<file path="src/rtl/ifetch_pkg.sv">
// Shared types and constants for the instruction fetch block.
package ifetch_pkg;

  localparam int unsigned MEM_DEPTH = 16;
  localparam int unsigned ADDR_W    = 4;
  localparam int unsigned INSTR_W   = 16;
  localparam int unsigned RET_W     = 8;

  localparam logic [INSTR_W-1:0] HALT_WORD = 16'hFFFF;
  localparam logic [ADDR_W-1:0]  LAST_ADDR = ADDR_W'(MEM_DEPTH - 1);

  typedef enum logic [1:0] {
    StIdle,
    StFetch,
    StExec,
    StHalt
  } state_e;

endpackage

</file>
<file path="src/rtl/program_memory.sv">
// Program store: one synchronous write port, one combinational read port.
module program_memory
  import ifetch_pkg::*;
(
  input  logic               i_clk,
  input  logic               i_we,
  input  logic [ADDR_W-1:0]  i_waddr,
  input  logic [INSTR_W-1:0] i_wdata,
  input  logic [ADDR_W-1:0]  i_raddr,
  output logic [INSTR_W-1:0] o_rdata
);

  logic [INSTR_W-1:0] r_mem [MEM_DEPTH];

  // No reset: contents must survive a block reset.
  always_ff @(posedge i_clk) begin
    if (i_we) begin
      r_mem[i_waddr] <= i_wdata;
    end
  end

  assign o_rdata = r_mem[i_raddr];

endmodule

</file>
<file path="src/rtl/instruction_fetch.sv">
// Instruction fetch FSM: IDLE -> FETCH -> EXEC -> ... -> HALT, with retired-instruction count.
// Define FETCH_LOOP_EN to wrap pc from 15 back to 0 instead of halting.
module instruction_fetch
  import ifetch_pkg::*;
(
  input  logic               clock,
  input  logic               reset,
  input  logic               start,
  input  logic               done,
  input  logic               load_en,
  input  logic [ADDR_W-1:0]  load_addr,
  input  logic [INSTR_W-1:0] load_data,
  output logic [INSTR_W-1:0] iin,
  output logic               iin_valid,
  output logic [ADDR_W-1:0]  pc,
  output logic               halted,
  output logic [RET_W-1:0]   retired
);

  state_e             r_state, w_state_next;
  logic [ADDR_W-1:0]  r_pc, w_pc_next;
  logic [INSTR_W-1:0] r_ir, w_ir_next;
  logic [RET_W-1:0]   r_retired, w_retired_next;
  logic [INSTR_W-1:0] w_rdata;
  logic               w_mem_we;

  // Loading is only allowed while the processor is not consuming instructions.
  assign w_mem_we = load_en & ~reset & ((r_state == StIdle) | (r_state == StHalt));

  program_memory u_program_memory (
    .i_clk   (clock),
    .i_we    (w_mem_we),
    .i_waddr (load_addr),
    .i_wdata (load_data),
    .i_raddr (r_pc),
    .o_rdata (w_rdata)
  );

  always_ff @(posedge clock) begin
    if (reset) begin
      r_state   <= StIdle;
      r_pc      <= '0;
      r_ir      <= '0;
      r_retired <= '0;
    end else begin
      r_state   <= w_state_next;
      r_pc      <= w_pc_next;
      r_ir      <= w_ir_next;
      r_retired <= w_retired_next;
    end
  end

  always_comb begin
    w_state_next   = r_state;
    w_pc_next      = r_pc;
    w_ir_next      = r_ir;
    w_retired_next = r_retired;
    case (r_state)
      StIdle, StHalt: begin
        if (start) begin
          w_pc_next    = '0;
          w_state_next = StFetch;
        end
      end
      StFetch: begin
        w_ir_next    = w_rdata;
        w_state_next = StExec;
      end
      StExec: begin
        // A halt word wins over a simultaneous done and is not counted as retired.
        if (r_ir == HALT_WORD) begin
          w_state_next = StHalt;
        end else if (done) begin
          w_retired_next = r_retired + RET_W'(1);
          if (r_pc != LAST_ADDR) begin
            w_pc_next    = r_pc + ADDR_W'(1);
            w_state_next = StFetch;
          end else begin
`ifdef FETCH_LOOP_EN
            w_pc_next    = '0;
            w_state_next = StFetch;
`else
            w_state_next = StHalt;
`endif
          end
        end
      end
      default: w_state_next = StIdle;
    endcase
  end

  assign iin       = (r_state == StExec) ? r_ir : '0;
  assign iin_valid = (r_state == StExec);
  assign halted    = (r_state == StHalt);
  assign pc        = r_pc;
  assign retired   = r_retired;

endmodule

</file>
<file path="config.mk">
export PLATFORM = sky130hd
export DESIGN_NAME = instruction_fetch
export DESIGN_NICKNAME = d
export VERILOG_FILES = /design/src/rtl/ifetch_pkg.sv /design/src/rtl/program_memory.sv /design/src/rtl/instruction_fetch.sv
export SDC_FILE = /design/constraint.sdc
export NUM_CORES = 1
export LEC_CHECK = 0
export ABC_AREA = 1
export CAP_MARGIN = 5
export CELL_PAD_IN_SITES_DETAIL_PLACEMENT = 0
export CELL_PAD_IN_SITES_GLOBAL_PLACEMENT = 1
export CORE_AREA = 4 4 169 293
export DETAILED_ROUTE_END_ITERATION = 8
export DIE_AREA = 0 0 173 297
export PLACE_DENSITY = 0.57
export SLEW_MARGIN = 0
export SYNTH_ARGS = -nofsm -noshare
export SYNTH_HDL_FRONTEND = slang
export SYNTH_SLANG_ARGS = --single-unit
</file>
<file path="constraint.sdc">
create_clock -name clock -period 2.6 [get_ports clock]
set_input_delay 0.52 -clock clock [delete_from_list [all_inputs] [get_ports clock]]
set_output_delay 0.52 -clock clock [all_outputs]
set_load 0.02 [all_outputs]
</file>
==> results.toml <==
[sta]
finalCriticalPeriod_ns = 2.48
finalSetupTns_ns = 0
drv_slew = 0
worstMarginPinSlew_ns = 0.677
slew-limit-headroom = 0.548
rsz0062_at_grt = "false"
fin_worst_skew_ns = 0.00952
hold_viol_final = 0
fmax_mhz = 404
post-route-period-util = 0.952
finalSetupViolCount = 0

[worst_setup_path]
crit_arrival_ns = 1.96
crit_path_max_fanout = 25
startpoint_type = "register"
worstPathCellList = "inv_1 > ha_1 > buf_6 > clkdlybuf4s50_1"
r2r_slack_ns = 0.47
regToRegStartpoint = "pc[0]"
ff2ff_path_depth = 8
max_stage_delay_ns = 0.64
worstPathBufferInverterCount = 3
worstSetupPathDepth = 4
critical_path_class = "reg -> out"
timing.rr.end = "r_ir[12]"
end_kind = "output port"
crit_family = "buffers and inverters"
critical_path_required_ns = 2.08
cpMaxStageDelayCell = "clkdlybuf4s50_1"

[floorplanning]
core_region_area_mm2 = 0.0470
floorplan.die_area_mm2 = 0.0514
core.rowCount = 105
die_w_um = 173
ios = 55
start_util = 0.248
dieHeight_um = 297

[clock_network]
cts_setup_buffers = 0
clock-root-buffer = "clkbuf_16"
cts-buffers-inserted = 26
clkTransAtPathRegs_ns = 0.07
cts_num_sinks = 286
cts_tree = "done"
clk_latency_ns = 0.54
cts_buffer_depth = 3
h-tree-depth = 1
hold_buffers = 0

[global_routing]
grt_pass1_vias = 7824
grt_pass1_wl_um = 48200
grt_max_degree = 67
grt_usage = 0.123
grt_antenna_before_repair = 0
grt_overflow = 0

[yosys]
synth_sequential_area_ratio = 0.710
synth_ff_type = "edfxtp_1"
yosys.area.top_type = "edfxtp_1"
ys_ff_latch = 286
async_flop_share = 0
synthCells = 1036
synth_top_area_frac = 0.658
synth.cell_area_mm2 = 0.0117
synth.distinct_cells = 25
synthTopCellsByArea = "edfxtp_1 66%, nor2_1 6.5%, nand2_1 5.5%, dfxtp_1 5.1%, o21ai_0 3.3%"
synth_fp_nets = 1067
synth_edf_count = 256
synth.avg_cell_area_um2 = 11.3
yosysWarnings = 0

[power_and_ir_drop]
combPwrFrac = 0.179
pwr-share-seq = 0.481
vdd_drop_max_uv = 442
p_int_w = 0.00783
switching_share = 0.284
leakage_nw = 5.01
switchingPower_w = 0.00310
power.share.clock = 0.339
power.density_mw_per_mm2 = 770

[min_path]
hold_class = "reg -> reg"
min_from = "retired[4]"
holdPathStages = 2
min_to = "retired[4]"

[routing]
route.detailed.drc = 0
drt-pass1-iter-count = 5
avgRoutedWirePerCell_um = 18.9
via_per_inst = 4.44
drtIter0Drc = 569
antenna_left = 0
routed-via-count = 7666
wirelength_um = 32500

[placed_design]
gp_congestion = 0.820
port_buffers = 54
hpwl_um = 21800

[cells_and_area]
nets = 1150
finish.utilization = 0.302
layout-drive-gt1-share = 0.0994
area_growth_pct = 21.4
diodes = 0

[status]
outcome = "completed"

[run]
cap_violations = 0
## state kept, by name, indices dropped and copies added (netlist names)
register / cells
r_ir: 16
u_program_memory.r_mem: 256
r_state: 2
retired: 8
pc: 4
## synth_stat cells (all sizes together), types with 2 or more instances
cell type	number
a21oi	42
buf	37
clkbuf	19
clkinv	2
dfxtp	30
edfxtp	256
ha	6
inv	36
nand2	172
nand3	74
nand4	5
nor2	201
o211ai	32
o21ai	115
or2	2
xor2	4
## cell families after synthesis
group,after synthesis,synth area share
compound gates,190,0.0885
xor+xnor,5,0.00375
fa+ha+maj,6,0.00643
buf+inv,94,0.0361
flops,286,0.710
simple gates,455,0.156
## worst max-delay path by stage
| stage | startpoint | end |
|---|---|---|
| 6_report | r_state[0] | iin_valid |
| 3_5_place_dp | load_en | u_program_memory.r_mem[15][7] |
| 4_1_cts | r_state[0] | iin[2] |
| 5_1_grt | r_state[0] | iin_valid |
| 3_3_place_gp | load_en | u_program_memory.r_mem[15][5] |
| 2_1_floorplan | r_state[0] | u_program_memory.r_mem[12][0] |
## power by group through the flow
stage / clock network [W] / registers (W) / logic [W]
3_3_place_gp: 0 / 0.00536 / 0.00195
5_1_grt: 0.00400 / 0.00527 / 0.00219
2_1_floorplan: 0 / 0.00528 / 0.00123
6_report: 0.00371 / 0.00526 / 0.00196
4_1_cts: 0.00383 / 0.00526 / 0.00199
3_5_place_dp: 0 / 0.00536 / 0.00194
## per-layer routing
metal	global-route usage	vias up	share of wire
met3	0.0160	50	0.033
met4	0.0516	0	0.036
met2	0.234	166	0.54
met1	0.136	3670	0.39
li1	-	3780	-
met5	0	-	0
## area by class of cell
type,count,area [um2]
repair buffers,111,1180
fillers,4844,32800
clock buffers,34,702
flip-flops and latches,286,8300
inverters,38,144
multi-input cells,656,3010
well taps,588,736
clock inverters,12,114
## tightest hold or removal path: cells and delay by family, from the launching register on
family | cells | cell delay, ns
AO/OA/AOI/OAI | 1 | 0.05
buffers and inverters | 1 | 0.05
flip-flops | 1 | 0.33
## timing repair
item,4_1_cts,5_1_grt
pin swaps,0,0
endpoints found under the setup margin,17,3
resized for setup,15,3
gates cloned,1,0
## placed cells by master (no fill, tap or decap), types with 2 or more instances in the layout
| cell type | netlist | layout |
|---|---|---|
| a21oi_1 | 42 | 42 |
| buf_12 | 0 | 14 |
| buf_4 | 8 | 40 |
| bufinv_16 | 0 | 2 |
| clkbuf_1 | 17 | 7 |
| clkbuf_16 | 0 | 27 |
| clkdlybuf4s50_1 | 0 | 38 |
| clkinv_1 | 2 | 8 |
| clkinv_2 | 0 | 2 |
| clkinv_4 | 0 | 3 |
| dfxtp_1 | 30 | 28 |
| dfxtp_4 | 0 | 2 |
| dlygate4sd2_1 | 0 | 13 |
| dlymetal6s2s_1 | 0 | 3 |
| edfxtp_1 | 256 | 256 |
| ha_1 | 6 | 6 |
| inv_1 | 33 | 33 |
| inv_2 | 3 | 2 |
| nand2_1 | 172 | 172 |
| nand3_1 | 74 | 74 |
| nand4_1 | 5 | 5 |
| nor2_1 | 201 | 185 |
| nor2_2 | 0 | 16 |
| o211ai_1 | 32 | 32 |
| o21ai_0 | 77 | 77 |
| o21ai_1 | 38 | 38 |
| or2_2 | 2 | 2 |
| xor2_1 | 4 | 4 |
## metrics by stage
stage | worst slack (ns) | instances | total power [W] | hold WS, ns | instance area, um2
detailed placement | 0.400 | 1678 | 0.00730 | 0.455 | 13300
floorplan | 0.409 | 1036 | 0.00652 | 0.470 | 11700
global placement | 0.370 | 1678 | 0.00731 | 0.449 | 13300
finish | 0.124 | 1725 | 0.0109 | 0.472 | 14200
global route | 0.0181 | 1725 | 0.0115 | 0.509 | 14200
CTS | 0.000357 | 1725 | 0.0111 | 0.467 | 14200
Note: power is estimated with default switching activity, not from simulation.
